**src/rtl/grf_pkg.sv**
```systemverilog
// Shared defaults and pending-counter next-state helper for the scoreboarded GRF.
// The helper works at CNT_W_MAX bits; callers narrow the result to their own width.
package grf_pkg;

    localparam int DATA_W_DEF = 32;
    localparam int ADDR_W_DEF = 5;
    localparam int NRD_DEF    = 2;
    localparam int CNT_W_DEF  = 2;
    localparam int CNT_W_MAX  = 8;

    // Flush wins over everything; a simultaneous issue and retire cancel out.
    // A retire against an empty counter leaves it at zero.
    function automatic logic [CNT_W_MAX-1:0] cnt_next(
        input logic [CNT_W_MAX-1:0] cnt,
        input logic                 inc,
        input logic                 dec,
        input logic                 flush
    );
        logic [CNT_W_MAX-1:0] nxt;
        nxt = cnt;
        if (flush) begin
            nxt = '0;
        end else if (inc && !dec) begin
            nxt = cnt + CNT_W_MAX'(1);
        end else if (dec && !inc && (cnt != '0)) begin
            nxt = cnt - CNT_W_MAX'(1);
        end
        return nxt;
    endfunction

endpackage

```
**src/rtl/grf_pend_cnt.sv**
```systemverilog
// One per-register pending-write counter: counts issued but not yet retired writes.
module grf_pend_cnt
    import grf_pkg::*;
#(
    parameter int CNT_W = CNT_W_DEF
) (
    input  logic             clk,
    input  logic             reset,
    input  logic             inc,
    input  logic             dec,
    input  logic             flush,
    output logic [CNT_W-1:0] cnt,
    output logic             busy,
    output logic             full,
    output logic             underflow
);

    logic [CNT_W-1:0] cnt_q;

    always_ff @(posedge clk or negedge reset) begin
        if (!reset) begin
            cnt_q <= '0;
        end else begin
            cnt_q <= CNT_W'(cnt_next(CNT_W_MAX'(cnt_q), inc, dec, flush));
        end
    end

    assign cnt       = cnt_q;
    assign busy      = (cnt_q != '0);
    assign full      = &cnt_q;
    // A retire with nothing pending is only legal when flush or a same-cycle issue covers it.
    assign underflow = dec && !inc && !flush && (cnt_q == '0);

endmodule

```
**src/rtl/grf_scoreboard.sv**
```systemverilog
// General register file with write-to-read bypass, hardwired zero register and
// a per-register pending-write scoreboard exposed through read-port busy flags.
module grf_scoreboard
    import grf_pkg::*;
#(
    parameter int DATA_W = DATA_W_DEF,
    parameter int ADDR_W = ADDR_W_DEF,
    parameter int NRD    = NRD_DEF,
    parameter int CNT_W  = CNT_W_DEF
) (
    input  logic                  clk,
    input  logic                  reset,
    input  logic [NRD*ADDR_W-1:0] rd_addr,
    output logic [NRD*DATA_W-1:0] rd_data,
    output logic [NRD-1:0]        rd_busy,
    input  logic                  iss_valid,
    input  logic [ADDR_W-1:0]     iss_addr,
    output logic                  iss_ready,
    input  logic                  we,
    input  logic [ADDR_W-1:0]     wr_addr,
    input  logic [DATA_W-1:0]     wr_data,
    input  logic [31:0]           wr_pc,
    input  logic                  flush,
    output logic                  err
);

    localparam int NREG = 2 ** ADDR_W;

    logic [DATA_W-1:0] mem [NREG];
    logic [CNT_W-1:0]  cnt_v [NREG];
    logic              busy_v [NREG];
    logic              full_v [NREG];
    logic              underflow_v [NREG];
    logic              iss_acc;
    logic              any_underflow;
    logic              unused_wr_pc;

    // wr_pc only feeds the external write trace monitor.
    assign unused_wr_pc = ^wr_pc;

    // iss_valid/iss_ready: a reservation of iss_addr transfers on a rising edge where
    // both are high, iss_addr is nonzero and flush is low. iss_ready is a function of
    // iss_addr and the counters only, never of iss_valid, so stall logic cannot loop.
    assign iss_ready = !full_v[iss_addr];
    assign iss_acc   = iss_valid && iss_ready && (iss_addr != '0) && !flush;

    assign cnt_v[0]       = '0;
    assign busy_v[0]      = 1'b0;
    assign full_v[0]      = 1'b0;
    assign underflow_v[0] = 1'b0;

    for (genvar r = 1; r < NREG; r++) begin : g_cnt
        grf_pend_cnt #(
            .CNT_W(CNT_W)
        ) u_cnt (
            .clk       (clk),
            .reset     (reset),
            .inc       (iss_acc && (iss_addr == ADDR_W'(r))),
            .dec       (we && (wr_addr == ADDR_W'(r))),
            .flush     (flush),
            .cnt       (cnt_v[r]),
            .busy      (busy_v[r]),
            .full      (full_v[r]),
            .underflow (underflow_v[r])
        );
    end

    always_comb begin
        any_underflow = 1'b0;
        for (int r = 1; r < NREG; r++) begin
            any_underflow = any_underflow | underflow_v[r];
        end
    end

    always_ff @(posedge clk or negedge reset) begin
        if (!reset) begin
            err <= 1'b0;
        end else if (any_underflow) begin
            err <= 1'b1;
        end
    end

    // Entry 0 is never written, so it reads as zero without a special case in the mux.
    always_ff @(posedge clk or negedge reset) begin
        if (!reset) begin
            for (int r = 0; r < NREG; r++) begin
                mem[r] <= '0;
            end
        end else if (we && (wr_addr != '0)) begin
            mem[wr_addr] <= wr_data;
        end
    end

    for (genvar p = 0; p < NRD; p++) begin : g_rd
        logic [ADDR_W-1:0] a;
        logic              hit;

        assign a   = rd_addr[p*ADDR_W +: ADDR_W];
        assign hit = we && (wr_addr == a) && (a != '0);

        assign rd_data[p*DATA_W +: DATA_W] = hit ? wr_data : mem[a];
        // The last outstanding write retiring this cycle releases the reader immediately.
        assign rd_busy[p] = busy_v[a] && !(hit && (cnt_v[a] == CNT_W'(1)) && !flush);
    end

endmodule

```
**config.mk**
```make
export PLATFORM = sky130hd
export DESIGN_NAME = grf_scoreboard
export DESIGN_NICKNAME = d
export VERILOG_FILES = /design/src/rtl/grf_pkg.sv /design/src/rtl/grf_pend_cnt.sv /design/src/rtl/grf_scoreboard.sv
export SDC_FILE = /design/constraint.sdc
export NUM_CORES = 2
export LEC_CHECK = 0
export BUFFER_PORTS_ARGS = -buffer_cell sky130_fd_sc_hd__buf_2
export CAP_MARGIN = 30
export CORE_ASPECT_RATIO = 1.2
export CORE_MARGIN = 1
export CORE_UTILIZATION = 62
export CTS_BUF_LIST = sky130_fd_sc_hd__clkbuf_16
export CTS_CLUSTER_DIAMETER = 100
export CTS_CLUSTER_SIZE = 25
export DETAILED_ROUTE_END_ITERATION = 6
export PLACE_DENSITY = 0.8
export SETUP_SLACK_MARGIN = 0.4
export SYNTH_ARGS = -nofsm -noshare
export SYNTH_HDL_FRONTEND = slang
export SYNTH_HIERARCHICAL = 1
export SYNTH_SLANG_ARGS = --single-unit
```
**constraint.sdc**
```tcl
create_clock -name clk -period 9.3 [get_ports clk]
set_input_delay 1.86 -clock clk [delete_from_list [all_inputs] [get_ports clk]]
set_output_delay 1.86 -clock clk [all_outputs]
set_load 0.01 [all_outputs]
```
==> results.json <==
{
  "critical_path_arrival_ns": 5.02,
  "grt-ovfl-total": 0,
  "regArea_mm2": 0.0272,
  "grt_pass1_wl_um": 273000,
  "clk_pin_slew_ns": 0.10,
  "clock_skew_ns": 0.0117,
  "rows": 124,
  "fp.dieH_um": 341,
  "synth_seq_cells": 1087,
  "viasPerCell": 7.40,
  "synthTopCellsByArea": "dfrtp_1 (46%), mux4_2 (20%), mux2_2 (16%), nand2_1 (3.8%), o22ai_1 (2.7%)",
  "antenna_found_initial": 18,
  "final_area_mm2": 0.0624,
  "synthArstFlopShare": 1.00,
  "htreeDepth": 2,
  "grtUsageTotal": 0.381,
  "io_buffers": 124,
  "period_share": 0.740,
  "fin_ws_ns": 2.42,
  "cts_inserted_buffers": 50,
  "dr.pass1.iters": 7,
  "globalplace.congestion": 0.935,
  "drt_iter0_markers": 5324,
  "fin_nets": 4421,
  "die-area_mm2": 0.0971,
  "hold_buffers": 0,
  "ir_worst_vdd_mv": 0.177,
  "fin_util": 0.656,
  "area_delta_synth_final_pct": 5.02,
  "cts_root_buf": "clkbuf_16",
  "synth_top_area_frac": 0.458,
  "coreArea_mm2": 0.0951,
  "leakage_nw": 27.0,
  "hold_viol": 0,
  "setup_viol": 0,
  "cts_buffer_depth": 3,
  "layout-drive-gt1-share": 0.410,
  "ys.flop_type": "dfrtp_1",
  "rsz0062_at_grt": "false",
  "synthTopCellsByCount": "dfrtp_1 (1,087), mux2_2 (867), nand2_1 (608)",
  "violations": "design-rule violations",
  "min_period_ns": 6.88,
  "finalMaxSlewViolations": 0,
  "io_pins": 157,
  "power_density_mw_per_mm2": 181,
  "cp-start-kind": "primary input",
  "cp-end-kind": "output pin",
  "worst_slew_pin_slew_ns": 1.04,
  "ys_seq_area_frac": 0.458,
  "outcome": "finished with violations",
  "hold_ws_ns": 0.402,
  "timing.fmax_ghz": 0.145,
  "wire_per_inst_um": 32.4,
  "clkLatencyLatePin_ns": 0.66,
  "cts_setup_buffers": 0,
  "synth_area_leader_cell": "dfrtp_1",
  "vias": 41500,
  "syn-num-nets": 4604,
  "grt_max_degree": 170,
  "start_util": 0.625,
  "drc": 2,
  "place_inst": 5540,
  "ant_nets": 0,
  "required_ns": 7.44,
  "yosysUniqueCellTypes": 61,
  "syn_inst": 4515,
  "max_cap_viol_count": 0,
  "max_slew_margin": 0.309,
  "cts_resized": 0,
  "worstHoldPathType": "reg -> reg",
  "synth.most_common_cell": "dfrtp_1",
  "dpl_cell_area_mm2": 0.0610,
  "nFillCells": 6704,
  "numClockSinks": 1087,
  "wl_um": 182000,
  "synth-edff-count": 0,
  "syn_area_mm2": 0.0594,
  "place_ws_ns": 2.62,
  "crit_type": "in -> out",
  "setup_tns_ns": 0,
  "die_width_um": 285,
  "cts_tree": "built",
  "synth_warnings": 6,
  "path_max_fanout": 16,
  "place_hpwl_um": 105000,
  "avgSynthCellArea_um2": 13.2,
  "multi_input_area_mm2": 0.0306,
  "fin_cells": 5611,
  "finalPower_mw": 11.3,
  "grt_pass1_vias": 42800
}
-- routing by layer --
metal	track usage	routed length [um]	vias to the layer above
met2	0.575	82200	2745
li1	-	-	16600
met3	0.112	23400	720
met5	0	44	-
met1	0.496	63900	21500
met4	0.220	12100	8
-- area by class of cell --
| cell class | count | share of cell area |
|---|---|---|
| inverter | 26 | 0.00156 |
| sequential | 1087 | 0.436 |
| antenna | 12 | 0.000481 |
| tap | 1260 | 0.0253 |
| multi-input combinational | 2953 | 0.490 |
| clock inverter | 8 | 0.00176 |
| clock buffer | 51 | 0.0204 |
| timing repair buffer | 214 | 0.0251 |
-- path summary, 6_finish.rpt --
check | slack, ns | from | end | cells past startpoint
setup reg to reg | 4.95 | g_cnt[9].u_cnt/cnt[0] | err | 10
min in group asynchronous | 1.24 | reset | mem[470] | 1
hold / removal | 0.40 | mem[1004] | mem[1004] | 0
hold reg to reg | 0.40 | mem[1004] | mem[1004] | 0
max in group asynchronous | 5.95 | reset | mem[519] | 3
setup / recovery | 2.42 | rd_addr[9] | rd_data[46] | 7
-- sequential cells by signal, indices dropped and copies added, names as in the netlist --
| register | cells |
|---|---|
| err | 1 |
| g_cnt.u_cnt/cnt | 62 |
| mem | 1024 |
-- placed cells by master (no fill, tap or decap), types with 5 or more instances in the layout --
cell type  instances
dfrtp_1         1087
mux2_2           867
nand2_1          591
mux4_2           538
o22ai_1          254
buf_2            119
nor2_1            81
nor4_1            77
buf_4             73
nand3b_1          51
clkbuf_16         51
nor3_1            43
nand2b_1          42
a21oi_1           40
xor2_1            34
or2_1             32
and2_1            32
nor2b_2           31
a221oi_1          31
a2111oi_1         31
mux2i_1           21
inv_1             20
nand2_2           17
nor2b_1           17
nor2_4            17
buf_12            16
diode_2           12
nor3b_1           10
nand3_1            7
or3b_2             7
inv_2              6
nand3_2            5
xnor2_1            5
nand4_1            5
or2_2              5
o21ai_0            5
buf_8              5
-- kinds of logic after synthesis --
| family | share of synthesized area |
|---|---|
| AOI/OAI and AO/OA | 0.0441 |
| xor gates and xnor gates | 0.00575 |
| buffers and inverters | 0.0316 |
| DFF | 0.458 |
| muxes | 0.372 |
| and+or+nand+nor | 0.0891 |
-- critical path, stage by stage --
cell	delay (ns)
buf_2	0.24
or2_2	0.33
o21ai_0	0.31
nand4_1	0.85
buf_4	0.57
a21oi_1	0.56
buf_2	0.27
-- report_power, final --
| part | internal (mW) | leakage [nW] | total (mW) | switching (mW) |
|---|---|---|---|---|
| sequential | 5.56 | 14.0 | 6.16 | 0.602 |
| clock | 1.05 | 0.680 | 2.58 | 1.53 |
| combinational | 1.50 | 12.3 | 2.59 | 1.09 |
| total | 8.11 | 27.0 | 11.3 | 3.22 |
Power figures use the tool's default switching activity.
